File: src/rtl/ca_frame_receiver.sv
// rtl/ca_frame_receiver.sv - reassembles 16-bit CA words into 256-bit rows and checks the Rule 110 succession
module ca_frame_receiver #(
  parameter int WORDS  = 16,
  parameter int WORD_W = 16,
  parameter int CNT_W  = 16
) (
  input  logic                    clk,
  input  logic                    rst_n,
  input  logic [WORD_W-1:0]       word_in,
  input  logic                    word_valid,
  input  logic                    sof,
  output logic [WORDS*WORD_W-1:0] row_out,
  output logic                    row_valid,
  output logic                    check_valid,
  output logic                    check_ok,
  output logic                    frame_err,
  output logic [CNT_W-1:0]        gen_count,
  output logic [CNT_W-1:0]        err_count
);

  localparam int ROW_W = WORDS * WORD_W;
  localparam int IDX_W = (WORDS > 1) ? $clog2(WORDS) : 1;

  typedef enum logic [0:0] {S_IDLE, S_COLLECT} state_t;

  state_t             state_q;
  logic [IDX_W-1:0]   idx_q;
  logic [ROW_W-1:0]   buf_q;
  logic [ROW_W-1:0]   prev_q;
  logic               have_prev_q;
  logic [ROW_W-1:0]   row_q;
  logic               row_valid_q;
  logic               check_valid_q;
  logic               check_ok_q;
  logic               frame_err_q;
  logic [CNT_W-1:0]   gen_q;
  logic [CNT_W-1:0]   err_q;

  logic [IDX_W-1:0]   wr_idx;
  logic [ROW_W-1:0]   row_d;
  logic [ROW_W-1:0]   expected;
  logic [ROW_W-1:0]   left_n;
  logic [ROW_W-1:0]   right_n;

  // Collect buffer with the incoming word merged in; a sof always lands at word 0
  always_comb begin
    wr_idx = sof ? '0 : idx_q;
    row_d  = buf_q;
    for (int k = 0; k < WORDS; k++) begin
      if (wr_idx == IDX_W'(k)) begin
        row_d[ROW_W-1-WORD_W*k -: WORD_W] = word_in;
      end
    end
  end

  // Rule 110 successor of the previous row; cells beyond either edge read as 0
  always_comb begin
    left_n   = prev_q >> 1;
    right_n  = prev_q << 1;
    expected = (left_n & prev_q & ~right_n) | (~left_n & prev_q) | (~prev_q & right_n);
  end

  // Frame FSM, completion bookkeeping and all registered outputs
  always_ff @(posedge clk) begin
    if (!rst_n) begin
      state_q       <= S_IDLE;
      idx_q         <= '0;
      buf_q         <= '0;
      prev_q        <= '0;
      have_prev_q   <= 1'b0;
      row_q         <= '0;
      row_valid_q   <= 1'b0;
      check_valid_q <= 1'b0;
      check_ok_q    <= 1'b0;
      frame_err_q   <= 1'b0;
      gen_q         <= '0;
      err_q         <= '0;
    end else begin
      row_valid_q   <= 1'b0;
      check_valid_q <= 1'b0;
      frame_err_q   <= 1'b0;
      case (state_q)
        S_IDLE: begin
          if (word_valid) begin
            if (sof) begin
              buf_q   <= row_d;
              idx_q   <= IDX_W'(1);
              state_q <= S_COLLECT;
            end else begin
              frame_err_q <= 1'b1;
            end
          end
        end
        S_COLLECT: begin
          if (word_valid) begin
            if (sof) begin
              frame_err_q <= 1'b1;
              buf_q       <= row_d;
              idx_q       <= IDX_W'(1);
            end else if (idx_q == IDX_W'(WORDS-1)) begin
              row_q       <= row_d;
              prev_q      <= row_d;
              have_prev_q <= 1'b1;
              row_valid_q <= 1'b1;
              gen_q       <= gen_q + CNT_W'(1);
              idx_q       <= '0;
              state_q     <= S_IDLE;
              if (have_prev_q) begin
                check_valid_q <= 1'b1;
                check_ok_q    <= (row_d == expected);
                if (row_d != expected && err_q != '1) begin
                  err_q <= err_q + CNT_W'(1);
                end
              end
            end else begin
              buf_q <= row_d;
              idx_q <= idx_q + IDX_W'(1);
            end
          end
        end
        default: state_q <= S_IDLE;
      endcase
    end
  end

  assign row_out     = row_q;
  assign row_valid   = row_valid_q;
  assign check_valid = check_valid_q;
  assign check_ok    = check_ok_q;
  assign frame_err   = frame_err_q;
  assign gen_count   = gen_q;
  assign err_count   = err_q;

endmodule
File: config.mk
export PLATFORM = sky130hd
export DESIGN_NAME = ca_frame_receiver
export DESIGN_NICKNAME = d
export VERILOG_FILES = /design/src/rtl/ca_frame_receiver.sv
export SDC_FILE = /design/constraint.sdc
export NUM_CORES = 2
export LEC_CHECK = 0
export CORE_ASPECT_RATIO = 1.75
export CORE_MARGIN = 2
export CORE_UTILIZATION = 65
export CTS_CLUSTER_DIAMETER = 50
export DETAILED_ROUTE_END_ITERATION = 8
export DONT_BUFFER_PORTS = 1
export PLACE_DENSITY = 0.84
export SETUP_SLACK_MARGIN = 0.3
export SYNTH_ARGS = -nofsm -noshare
export SYNTH_HDL_FRONTEND = slang
export SYNTH_SLANG_ARGS = --single-unit
File: constraint.sdc
create_clock -name clk -period 4.1 [get_ports clk]
set_clock_uncertainty 0.15 [all_clocks]
set_input_delay 0 -clock clk [delete_from_list [all_inputs] [get_ports clk]]
set_output_delay 0 -clock clk [all_outputs]
set_load 0.05 [all_outputs]
==> results.cfg, run 1 <==
[logic_synthesis]
yosys.area.top_type_share_pct = 35.7
async_flop_share_pct = 0
synth_area_per_cell_um2 = 7.35
synth_seq_cells = 554
ys_types = 72
yosysTopAreaCell = dfxtp_1
ys_warn_count = 0
ys_top_cells_by_area = dfxtp_1, o21ai_0, nand2_1
synth_nets = 4252
synth_seq_area_share_pct = 35.7
syn_area_um2 = 31100
synth_ff_type = dfxtp_1
syn_inst = 4229
synth_edf_count = 0

[placement]
gp_congestion = 1.21
io_buffers = 0
post-dp-hpwl_mm = 99.3
post-place-ws_ps = -196

[status]
status = did not finish
haltStage = 5_1_grt
tool.error = [ERROR GRT-0116] Global routing finished with congestion. Check the congestion regions in the DRC Viewer.

[global_routing]
grt_max_degree = 164
grt_overflow = 41
grt_pass1_vias = 42424
grt_usage_pct = 73.6
grt_pass1_wl_mm = 276

[clocking]
cts_buffers = 51
root_buffer = clkbuf_16
clockBufferDepth = 3
clkSinkCount = 554
htree_levels = 2

[die]
die_y_um = 293
start_util_pct = 65.5
rows = 106
pin_count = 312
die_w_um = 169
synthesized netlist by cell type (16+ instances only):
cell type / n
a211oi_1: 56
buf_2: 32
a31oi_1: 90
a21oi_1: 393
a21boi_0: 34
a311oi_1: 51
o22a_1: 46
and3_1: 148
buf_1: 26
nand2_1: 627
nor4_1: 65
mux2i_1: 54
o21ai_1: 23
nand3b_1: 16
xnor2_1: 67
xor2_1: 39
o211ai_1: 36
dfxtp_1: 554
a2111oi_0: 17
inv_1: 17
nor3b_1: 58
a221oi_1: 64
or3_1: 30
nor3_1: 51
nor2_1: 274
o21ai_0: 499
clkbuf_1: 267
o21a_1: 45
nand4_1: 41
nand3_1: 301
logic make-up after synthesis:
kind of cell | Yosys count | synth area share [%]
xor+xnor | 106 | 2.99
flops | 554 | 35.7
simple gates | 1699 | 26.2
mux | 54 | 1.74
buf+inv | 358 | 4.78
compound gates | 1455 | 28.5
fa+ha+maj | 3 | 0.121
routing by layer:
metal	GRT usage [%]	overflow
met4	73.2	25
met5	34.7	0
met1	72.0	1
met2	89.4	15
met3	60.2	0
timing repair:
action / 4_1_cts
gates resized for setup: 154
endpoints found under the setup margin: 17
hold buffers: 187
pin swaps: 24
cloned: 5
buffers inserted: 15
endpoints found under the hold margin: 547
through the flow:
stage | setup TNS [ps] | utilization [%] | hold WS, ps | area, um^2 | cells
floorplan | 0 | - | 58.4 | 31100 | 4229
global placement | -3660 | 72.2 | -7.54 | 34300 | 4946
detailed placement | -2840 | 72.2 | -1.90 | 34300 | 4946
CTS | 0 | 82.4 | -78.2 | 39100 | 5248
==> run 2, diff against run 1 <==
==> config.mk (replaced) <==
export PLATFORM = sky130hd
export DESIGN_NAME = ca_frame_receiver
export DESIGN_NICKNAME = d
export VERILOG_FILES = /design/src/rtl/ca_frame_receiver.sv
export SDC_FILE = /design/constraint.sdc
export NUM_CORES = 2
export LEC_CHECK = 0
export CORE_MARGIN = 2
export CORE_UTILIZATION = 40
export DETAILED_ROUTE_END_ITERATION = 8
export DONT_BUFFER_PORTS = 1
export PLACE_DENSITY_LB_ADDON = 0.15
export SYNTH_ARGS = -nofsm -noshare
export SYNTH_HDL_FRONTEND = slang
export SYNTH_SLANG_ARGS = --single-unit
==> results.cfg, run 2 <==
[logic_synthesis]
syn_area_um2 = 31100
synth_nets = 4252
async_flop_share_pct = 0
synth_seq_cells = 554
yosys.cell_count.top_type = nand2_1
ys_types = 72
ys_top_cells_by_count = nand2_1, dfxtp_1, o21ai_0
synth_area_per_cell_um2 = 7.35
synth_seq_area_share_pct = 35.7
ys_top_cells_by_area = dfxtp_1, o21ai_0, nand2_1
yosys.area.top_type_share_pct = 35.7
ys_warn_count = 0
syn_inst = 4229
synth_ff_type = dfxtp_1
yosysTopAreaCell = dfxtp_1
synth_edf_count = 0

[critical_path]
rr_endpoint = err_count[9]
crit_family = simple AND/OR/NAND/NOR gates
crit_arrival_ps = 4560
worstPathMaxFanout = 27
worstSetupStartpoint = idx_q[3]
cpMostUsedCell = a21oi_1
start_kind = flop
r2r_start = idx_q[3]
slowest_stage = or4_1
cp.buffers_inverters = 3
r2r_cells = 13
worst_ep_required_time_ps = 4420
max_stage_delay_ps = 650
cp-end-kind = flop
crit_chain = buf_4 > or4_1 > buf_4 > a21oi_1 > a21oi_1 > xnor2_2 > nand4_1 > nor4_2 > nand4_1 > nor4_4 > buf_12 > or4_1 > a21oi_1
crit_type = flop to flop
worst-r2r-setup-slack_ps = -140

[placement]
io_buffers = 0
gp_congestion = 1.04
post-dp-hpwl_mm = 111
post_dp_cell_area_um2 = 35500

[global_routing]
grt_usage_pct = 40.2
antenna_found_initial = 20
grt_pass1_vias = 32336
grt_overflow = 0
grt_pass1_wl_mm = 233
grt_max_degree = 164

[power]
max-vdd-ir-drop_mv = 0.262
p_switching_w = 0.00316
clkPwrFrac_pct = 50.5
share_comb_of_total_power_pct = 6.5
seqPwrFrac_pct = 43.0
p_leak_nw = 13.6
cellPowerDensity_nw_per_um2 = 319
p_int_w = 0.00942
total_power_w = 0.0126
switching_share_pct = 25.1

[sta]
rsz0062_at_grt = yes
drv_slew = 0
finalCritPeriodShare_pct = 103
fmax_mhz = 236
timing.final.ws_setup_ps = -142
maxSlewHeadroom_pct = 12.2
setup_viol = 17
final_hold_viol_count = 0
tightest_slew_ps = 1310
finalCriticalPeriod_ps = 4240

[die]
rows = 102
start_util_pct = 40.3
design.core.area_um2 = 77200
pin_count = 312
die-area_um2 = 80000
die_w_um = 283
die_y_um = 283

[finish]
drive_above_1_share_pct = 16.6
final_cell_mix = nand2_1, dfxtp_1, buf_4, o21ai_0, a21oi_1
fillers = 7548
fin_area_um2 = 39500
mostFrequentLayoutCell = nand2_1
layout.nets = 4631
syn2layout_area_growth_pct = 26.9

[detailed_routing]
drc = 0
first_pass_iters = 8
antenna_left = 0
vias = 37020
via_per_inst = 6.47
wl_per_cell_um = 29.2
drt_iter0_markers = 5144
totalWireLength_mm = 167

[clocking]
clkSinkCount = 554
clk_pin_slew_ps = 60
clockBufferDepth = 3
clk_latency_ps = 620
cts_buffers = 68
tritoncts = built
htree_levels = 3
root_buffer = clkbuf_16

[run]
drv_cap = 0

[status]
status = complete, but fails checks
violations = negative setup slack

[worst_hold_path]
hp-start = sof
hold_depth = 5
min_to = row_out[248]
hold_class = input pin to flop
[run 2: worst max path at each step]
| stage | cells past startpoint | slack [ps] | to |
|---|---|---|---|
| floorplan | 16 | 590 | err_count[14] |
| global placement | 13 | -350 | err_count[9] |
| detailed placement | 13 | -510 | err_count[5] |
| CTS | 16 | 4 | err_count[9] |
| global route | 13 | -140 | err_count[2] |
| finish | 13 | -140 | err_count[9] |
[run 2: worst reg2reg max path, cell delays in order (launching register included)]
cell and delay (ps):
dfxtp_4 400, buf_4 210, or4_1 650, buf_4 240, a21oi_1 150, a21oi_1 130
xnor2_2 500, nand4_1 200, nor4_2 340, nand4_1 280, nor4_4 420, buf_12 220
or4_1 150, a21oi_1 60
[run 2: metrics by stage]
step                worst slack, ps  instances  hold slack (ps)  TNS (ps)  util, %
floorplan                       589       4229             58.4         0        -
global placement               -354       5480            -7.25     -5500     46.0
detailed placement             -509       5480            -2.98     -8260     46.0
CTS                            4.29       5687            0.168         0     50.7
global route                   -139       5704             46.6     -1420     51.0
finish                         -142       5723             27.5     -1940     51.1
[run 2: kinds of logic (layout without fill, tap and decap cells)]
group | count (synthesis) | count (layout) | share of synthesized area, %
flip-flops | 554 | 554 | 35.7
adder cells (fa/ha/maj) | 3 | 3 | 0.121
AO/OA/AOI/OAI | 1455 | 1455 | 28.5
buffers and inverters | 358 | 785 | 4.78
XOR/XNOR | 106 | 106 | 2.99
multiplexers | 54 | 54 | 1.74
other | 0 | 26 | 0
AND/OR/NAND/NOR | 1699 | 1700 | 26.2
[run 2: cell type report]
type	count	area, um^2	share of cell area, %
Clock buffer	104	2070	5.25
Sequential cell	554	11100	28.1
Clock inverter	15	210	0.533
Timing Repair Buffer	647	5690	14.4
Antenna cell	26	65.1	0.165
Tap cell	1040	1300	3.30
Inverter	19	78.8	0.200
Multi-Input combinational cell	3318	18900	48.0
[run 2: repair_timing]
item / in CTS / in global routing
setup endpoints to repair: 17 / 24
buffers inserted: 0 / 7
hold buffers: 88 / 2
gates cloned: 0 / 1
gates resized for setup: 39 / 56
endpoints found under the hold margin: 524 / 2
pin swaps: 5 / 7
[run 2: power by group through the flow]
| stage | registers (W) | logic (W) | clock network, W |
|---|---|---|---|
| global route | 0.00541 | 0.000812 | 0.00658 |
| detailed placement | 0.00553 | 0.000463 | 0 |
| floorplan | 0.00552 | 0.000326 | 0 |
| CTS | 0.00541 | 0.000756 | 0.00637 |
| global placement | 0.00553 | 0.000462 | 0 |
| finish | 0.00541 | 0.000816 | 0.00635 |
[run 2: routing by layer]
layer,GRT usage (%),routed length [um],up-vias,share of wire [%]
li1,-,-,16374,-
met1,50.9,62100,17481,37
met5,0,85,-,0.051
met2,59.7,69400,2571,41
met4,25.5,13000,10,7.8
met3,11.5,22800,584,14
(Power assumes the default switching activity.)
